==> config.mk <==
export PLATFORM = sky130hd
export DESIGN_NAME = pipe_ctrl
export DESIGN_NICKNAME = d
export VERILOG_FILES = /design/src/rtl/pipe_ctrl.sv
export SDC_FILE = /design/constraint.sdc
export NUM_CORES = 1
export LEC_CHECK = 0
export CAP_MARGIN = 20
export CORE_MARGIN = 2
export CORE_UTILIZATION = 45
export CTS_CLUSTER_SIZE = 8
export DETAILED_ROUTE_END_ITERATION = 10
export HOLD_SLACK_MARGIN = 0.12
export PLACE_DENSITY = 0.83
export SYNTH_ARGS = -nofsm -noshare
export SYNTH_HDL_FRONTEND = slang
export SYNTH_SLANG_ARGS = --single-unit
==> constraint.sdc <==
create_clock -name clk -period 2.1 [get_ports clk]
set_clock_uncertainty 0.1 [all_clocks]
set_input_delay 0.21 -clock clk [delete_from_list [all_inputs] [get_ports clk]]
set_output_delay 0.21 -clock clk [all_outputs]
set_load 0.005 [all_outputs]
==> src/rtl/pipe_ctrl.sv <==
// Valid-bit sequencer for a chain of datapath pipeline registers.
// Ports: clk, rst_n, in_valid/in_ready, out_valid/out_ready, stall, flush, en, clear, occupancy, idle, done_count.
module pipe_ctrl #(
  parameter int STAGES  = 3,
  parameter int COUNT_W = 16,
  parameter int OCC_W   = $clog2(STAGES + 1)
) (
  input  logic               clk,
  input  logic               rst_n,
  input  logic               in_valid,
  output logic               in_ready,
  output logic               out_valid,
  input  logic               out_ready,
  input  logic               stall,
  input  logic               flush,
  output logic [STAGES-1:0]  en,
  output logic [STAGES-1:0]  clear,
  output logic [OCC_W-1:0]   occupancy,
  output logic               idle,
  output logic [COUNT_W-1:0] done_count
);

  logic [STAGES-1:0]  r_vld;
  logic [COUNT_W-1:0] r_cnt;
  logic [STAGES:0]    w_rdy;
  logic               w_run;
  logic               w_hs;
  logic [OCC_W-1:0]   w_occ;

  // A stage can load if it is empty or its successor is moving,
  // so bubbles collapse even under back-pressure.
  always_comb begin
    w_rdy = '0;
    w_rdy[STAGES] = out_ready;
    for (int i = STAGES - 1; i >= 0; i--) begin
      w_rdy[i] = !r_vld[i] | w_rdy[i+1];
    end
  end

  always_comb begin
    w_occ = '0;
    for (int i = 0; i < STAGES; i++) begin
      w_occ = w_occ + OCC_W'(r_vld[i]);
    end
  end

  // Reset, stall and flush all freeze movement and mask both handshakes.
  assign w_run      = rst_n & !stall & !flush;
  assign en         = w_run ? w_rdy[STAGES-1:0] : '0;
  assign clear      = (!rst_n | flush) ? '1 : '0;
  assign in_ready   = w_run & w_rdy[0];
  assign out_valid  = w_run & r_vld[STAGES-1];
  assign w_hs       = out_valid & out_ready;
  assign occupancy  = w_occ;
  assign idle       = (r_vld == '0);
  assign done_count = r_cnt;

  always_ff @(posedge clk or negedge rst_n) begin
    if (!rst_n) begin
      r_vld <= '0;
    end else if (flush) begin
      r_vld <= '0;
    end else begin
      if (en[0]) r_vld[0] <= in_valid;
      for (int i = 1; i < STAGES; i++) begin
        if (en[i]) r_vld[i] <= r_vld[i-1];
      end
    end
  end

  always_ff @(posedge clk or negedge rst_n) begin
    if (!rst_n) begin
      r_cnt <= '0;
    end else if (w_hs && (r_cnt != {COUNT_W{1'b1}})) begin
      r_cnt <= r_cnt + COUNT_W'(1);
    end
  end

endmodule

Yosys cells after proc, flatten, opt, wreduce, memory -nomap -nowiden
Cells that the tools add are included.
{"block": "word_totals", "ff_bits": 19, "in_bits": 6, "out_inout_bits": 27, "word_cells": 34}
{"block": "classes", "n_bitwise": 9, "muxes": 6, "addsub": 3, "n_eq_ne": 1, "n_reduce_logical": 11}
{"operator": "$add 16x1->16 const B", "count": 1}
{"operator": "$ne 16x16->1 const B", "count": 1}
{"operator": "$mux 3", "count": 3}
{"operator": "$logic_not 1->1", "count": 6}
{"operator": "$reduce_bool 2->1", "count": 3}
{"operator": "$and 1x1->1", "count": 5}
{"operator": "$or 1x1->1", "count": 4}
{"operator": "$logic_not 3->1", "count": 1}
{"operator": "$mux 1", "count": 3}
{"operator": "$add 1x1->2", "count": 1}
{"operator": "$add 2x1->2", "count": 1}
{"operator": "$logic_and 1x1->1", "count": 1}

Depth between registers and ports, before layout
Gate-level depths: netlist of run 1.
{"block": "logic_depth", "depth_word": 7, "ltp_mapped": 5, "ltp_nobuf": 5}

Worst setup path after synthesis of run 1
No wires, ideal clock.
{"block": "synth_path", "kind": "register to register", "start": "register r_cnt[8], in the netlist done_count[8]", "end": "register r_cnt[1], in the netlist done_count[1]", "path_slack_ns": 0.343, "required_time_ns": 1.875, "setup_ns": 0.125, "synth_period_minus_slack_ns": 1.757, "t_arrival_ns": 1.532, "stages_incl_launch_ff": 5, "n_path_buf": 0, "path_cell_list": "dfrtp_1 > nand4_4 > nor4_2 > nor2_1 > mux2_2"}
{"block": "synth_between", "elab_chain_len": 2}
{"element": "start: declaration", "line": "24", "rtl": "logic [COUNT_W-1:0] r_cnt;"}
{"element": "start signal: assignment", "line": "75", "rtl": "r_cnt <= r_cnt + COUNT_W'(1);"}
{"element": "$ne 16x16->1", "line": "74", "rtl": "end else if (w_hs && (r_cnt != {COUNT_W{1'b1}})) begin"}
{"element": "$logic_and 1x1->1", "line": "74"}
Every way passes these cells.
A chain may end at the register's enable or synchronous reset.

Final worst setup path of run 1
{"block": "layout_path", "start": "input stall", "end": "register r_cnt[8], in the netlist done_count[8]"}
{"block": "layout_between", "elab_chain_len": 6}
{"element": "start: declaration", "line": "14", "rtl": "input logic stall,"}
{"element": "$logic_not 1->1", "line": "48", "rtl": "assign w_run = rst_n & !stall & !flush;"}
{"element": "$and 1x1->1 (2 in a row)", "line": "48"}
{"element": "$and 1x1->1", "line": "52", "rtl": "assign out_valid = w_run & r_vld[STAGES-1];"}
{"element": "$and 1x1->1", "line": "53", "rtl": "assign w_hs = out_valid & out_ready;"}
{"element": "$logic_and 1x1->1", "line": "74"}
Every way passes these cells.

==> summary.txt, run 1 <==
STA
  • Final cycle utilization of the critical path: 98.4%
  • Final hold violations: 0
  • Fin Hold WS: 0.343 ns
  • Setup-failing EPs final: 0
  • Relative max-transition margin: 70.5%
  • Number of pins with negative max-slew slack in the final report: 0
  • RSZ-0062 raised after global routing: no
  • Setup TNS after final layout: 0 ns
  • Max Clock Freq: 484 MHz
  • Time the worst path needs with I/O delays and setup: 2.07 ns
  • Actual slew at the worst max-slew pin: 0.437 ns

Clock network
  • Reg clk slew, reported paths: 0.11 ns
  • CTS root buf: sky130_fd_sc_hd__clkbuf_4
  • Clock buffer depth: 2
  • Number of buffers inserted during clock tree synthesis: 3
  • CTS HTree Levels: 1
  • Clock sink total: 19
  • CTS tree: built
  • Worst-skew pair later-pin latency: 0.30 ns

Die
  • Initial core utilization: 46.8%
  • Chip Width: 51.7 µm
  • I/O pin count: 33
  • Standard-cell rows: 17
  • Die area: 2670 µm²
  • Core area: 2190 µm²
  • Die outline height: 51.7 µm

Drt
  • Routed wire length: 2.55 mm
  • Drt first pass iters: 4
  • DRC viols: 0
  • Iteration-0 DRC Markers: 19
  • Routed vias: 945
  • Wire length per cell: 14.7 µm
  • Routed Antenna Nets: 0
  • Mean number of vias per cell: 5.43

GRT
  • Global-route wire length before repair: 4.25 mm
  • Number of antenna violations at the first check in global routing: 0
  • Maximum number of pins on one net before global-route repair: 13
  • Global-route usage over all layers: 21.7%
  • GR Overflow Total: 0
  • Via count of the first global-routing pass: 954

Synthesis
  • Netlist Area Pre-Place: 1020 µm²
  • Sequential fraction of the synthesis area: 46.4%
  • Cell variety after synth: 30
  • Mean instance size in the synthesized netlist: 10.5 µm²
  • Count of synthesis-stage warnings from yosys: 0
  • Number of nets produced by synthesis: 106
  • Number of synthesized register bits: 19
  • Cell count after synthesis: 98

Setup path
  • Required time reported for the critical path endpoint: 2.18 ns
  • Worst Path Arrival: 2.14 ns
  • Most common cell on crit path: sky130_fd_sc_hd__o21ai_0
  • Kind of end point of the critical path: flip-flop
  • Critical path startpoint category: input pin
  • Dominant delay contributor by cell family on the critical path: simple AND/OR/NAND/NOR gates
  • Crit path buffers/inverters: 2
  • Peak per-stage delay on the critical path: 0.56 ns
  • CP Class: input pin to flip-flop
  • Worst-path cell chain: clkdlybuf4s50_1, or3b_4, buf_4, or4_4, o21ai_0, o21ai_0
  • Peak fanout along the critical path: 6
  • Critical-path top delay cell: sky130_fd_sc_hd__or4_4

Final layout
  • Most common cell after layout, fill and taps aside: sky130_fd_sc_hd__clkdlybuf4s50_1
  • Ratio of cells with drive above 1 in the final layout: 19.2%
  • Nets: 155
  • Filler cell count in the final layout: 164
  • Antenna diodes: 0
  • Multi-input gate area: 526 µm²
  • Utilization of the core after routing: 69.1%
  • Post-route cell area: 1510 µm²
  • Commonest cells after routing, fill and taps aside: 26 x sky130_fd_sc_hd__clkdlybuf4s50_1, 17 x sky130_fd_sc_hd__dfrtp_1, 13 x sky130_fd_sc_hd__buf_4, 9 x sky130_fd_sc_hd__nand2_1, 9 x sky130_fd_sc_hd__xor2_1
  • Sequential Area: 478 µm²
  • Post-synthesis to final-layout area growth: 47.7%

Placement
  • PortBufs: 32
  • GP Congestion: 0.794
  • Placed standard-cell area: 1430 µm²
  • Placed wire-length estimate: 1.84 mm

Flow run
  • Max-cap violations: 0

Power
  • Worst IR Drop VDD: 0.431 mV
  • Power per cell area: 407 nW/µm²
  • Leakage dissipation: 0.717 nW

Outcome
  • Outcome: completed

Min path
  • Type of the worst min-delay path: input pin to flip-flop
## per-layer routing
layer	vias to the layer above	GRT usage, %	part of all wire, %
met5	-	0	0
met4	0	7.46	3.1
met3	9	5.46	5.0
met2	29	37.0	49
met1	460	26.7	43
li1	447	-	-
## kinds of logic (layout without fill, tap and decap cells)
family	Yosys count	after routing	synth area share, %
AO/OA/AOI/OAI	10	10	6.11
XOR/XNOR	13	13	11.1
adder cells (fa/ha/maj)	2	2	3.17
buffers and inverters	8	56	4.03
flip-flops	19	19	46.4
multiplexers	1	1	1.10
AND/OR/NAND/NOR	45	45	28.1
## worst paths after layout
check	from	end	slack, ns	cells after the start
setup / recovery	stall	done_count[8]$_DFFE_PN0P_	0.03	6
hold / removal	in_valid	r_vld[0]$_DFFE_PN0P_	0.34	3
setup reg to reg	done_count[0]$_DFFE_PN0P_	done_count[8]$_DFFE_PN0P_	0.24	5
hold reg to reg	done_count[15]$_DFFE_PN0P_	done_count[15]$_DFFE_PN0P_	0.41	1
max in group asynchronous	rst_n	r_vld[0]$_DFFE_PN0P_	1.14	3
min in group asynchronous	rst_n	done_count[14]$_DFFE_PN0P_	0.43	3
## flip-flops by register name (all words and copies together), names as in the netlist
signal      count
r_vld           3
done_count     16
## tightest hold or removal path, delay by kind of cell
family	cells	cell delay, ns
buffers and inverters	1	0.40
AND/OR/NAND/NOR	1	0.06
AO/OA/AOI/OAI	1	0.05
## layout make-up
type                            count  share of cell area [%]
Multi-Input combinational cell     71                    34.7
Sequential cell                    19                    31.6
Timing Repair Buffer               47                    28.4
Tap cell                           28                    2.31
Clock buffer                        4                    1.74
Inverter                            5                    1.24
## synth_stat cells
cell type	count	area, µm²
sky130_fd_sc_hd__a21oi_1	3	15.0
sky130_fd_sc_hd__nor4_1	4	25.0
sky130_fd_sc_hd__mux2_2	1	11.3
sky130_fd_sc_hd__nor3b_1	2	15.0
sky130_fd_sc_hd__dfrtp_1	19	475
sky130_fd_sc_hd__nand4_4	1	21.3
sky130_fd_sc_hd__nor2_1	5	18.8
sky130_fd_sc_hd__or3_1	1	6.26
sky130_fd_sc_hd__ha_1	1	12.5
sky130_fd_sc_hd__nand4_1	4	25.0
sky130_fd_sc_hd__nand3_1	6	30.0
sky130_fd_sc_hd__o31a_1	1	8.76
sky130_fd_sc_hd__xnor2_1	4	35.0
sky130_fd_sc_hd__fa_1	1	20.0
sky130_fd_sc_hd__nor4_2	1	12.5
sky130_fd_sc_hd__and3_1	2	12.5
sky130_fd_sc_hd__or3b_4	1	11.3
sky130_fd_sc_hd__and2_1	1	6.26
sky130_fd_sc_hd__o21ai_0	4	20.0
sky130_fd_sc_hd__a32o_1	1	10.0
sky130_fd_sc_hd__nand2_1	9	33.8
sky130_fd_sc_hd__nor4b_1	1	8.76
sky130_fd_sc_hd__a2bb2oi_1	1	8.76
sky130_fd_sc_hd__nor4_4	1	21.3
sky130_fd_sc_hd__inv_1	5	18.8
sky130_fd_sc_hd__buf_4	3	22.5
sky130_fd_sc_hd__or4_4	1	11.3
sky130_fd_sc_hd__xor2_1	9	78.8
sky130_fd_sc_hd__nand4b_1	1	8.76
sky130_fd_sc_hd__nor3_1	4	20.0
## metrics by stage
stage / std cells / setup WS, ns / total power [mW]
after floorplan: 98 / 0.343 / 0.390
after global placement: 165 / -0.202 / 0.430
after global routing: 174 / 0.00882 / 0.647
after detailed placement: 165 / -0.226 / 0.432
final: 174 / 0.0341 / 0.616
after CTS: 173 / 0.0261 / 0.617
## power by group
group | internal, mW | switching, mW
registers | 0.367 | 0.00194
logic | 0.0344 | 0.0257
clock network | 0.0741 | 0.113
## timing repair
action,CTS,global route
gates cloned,0,0
hold buffers,2,0
buffers inserted,2,1
hold endpoints to repair,19,0
pin swaps,2,3
resized for setup,11,1
setup endpoints to repair,6,2
Note: power is estimated with default switching activity, not from simulation.
==> inputs of run 2 (changes only) <==
Settings changed: CTS_CLUSTER_DIAMETER set to 200.
==> results of run 2 <==
Final layout, timing and power as in run 1 (identical DEF).
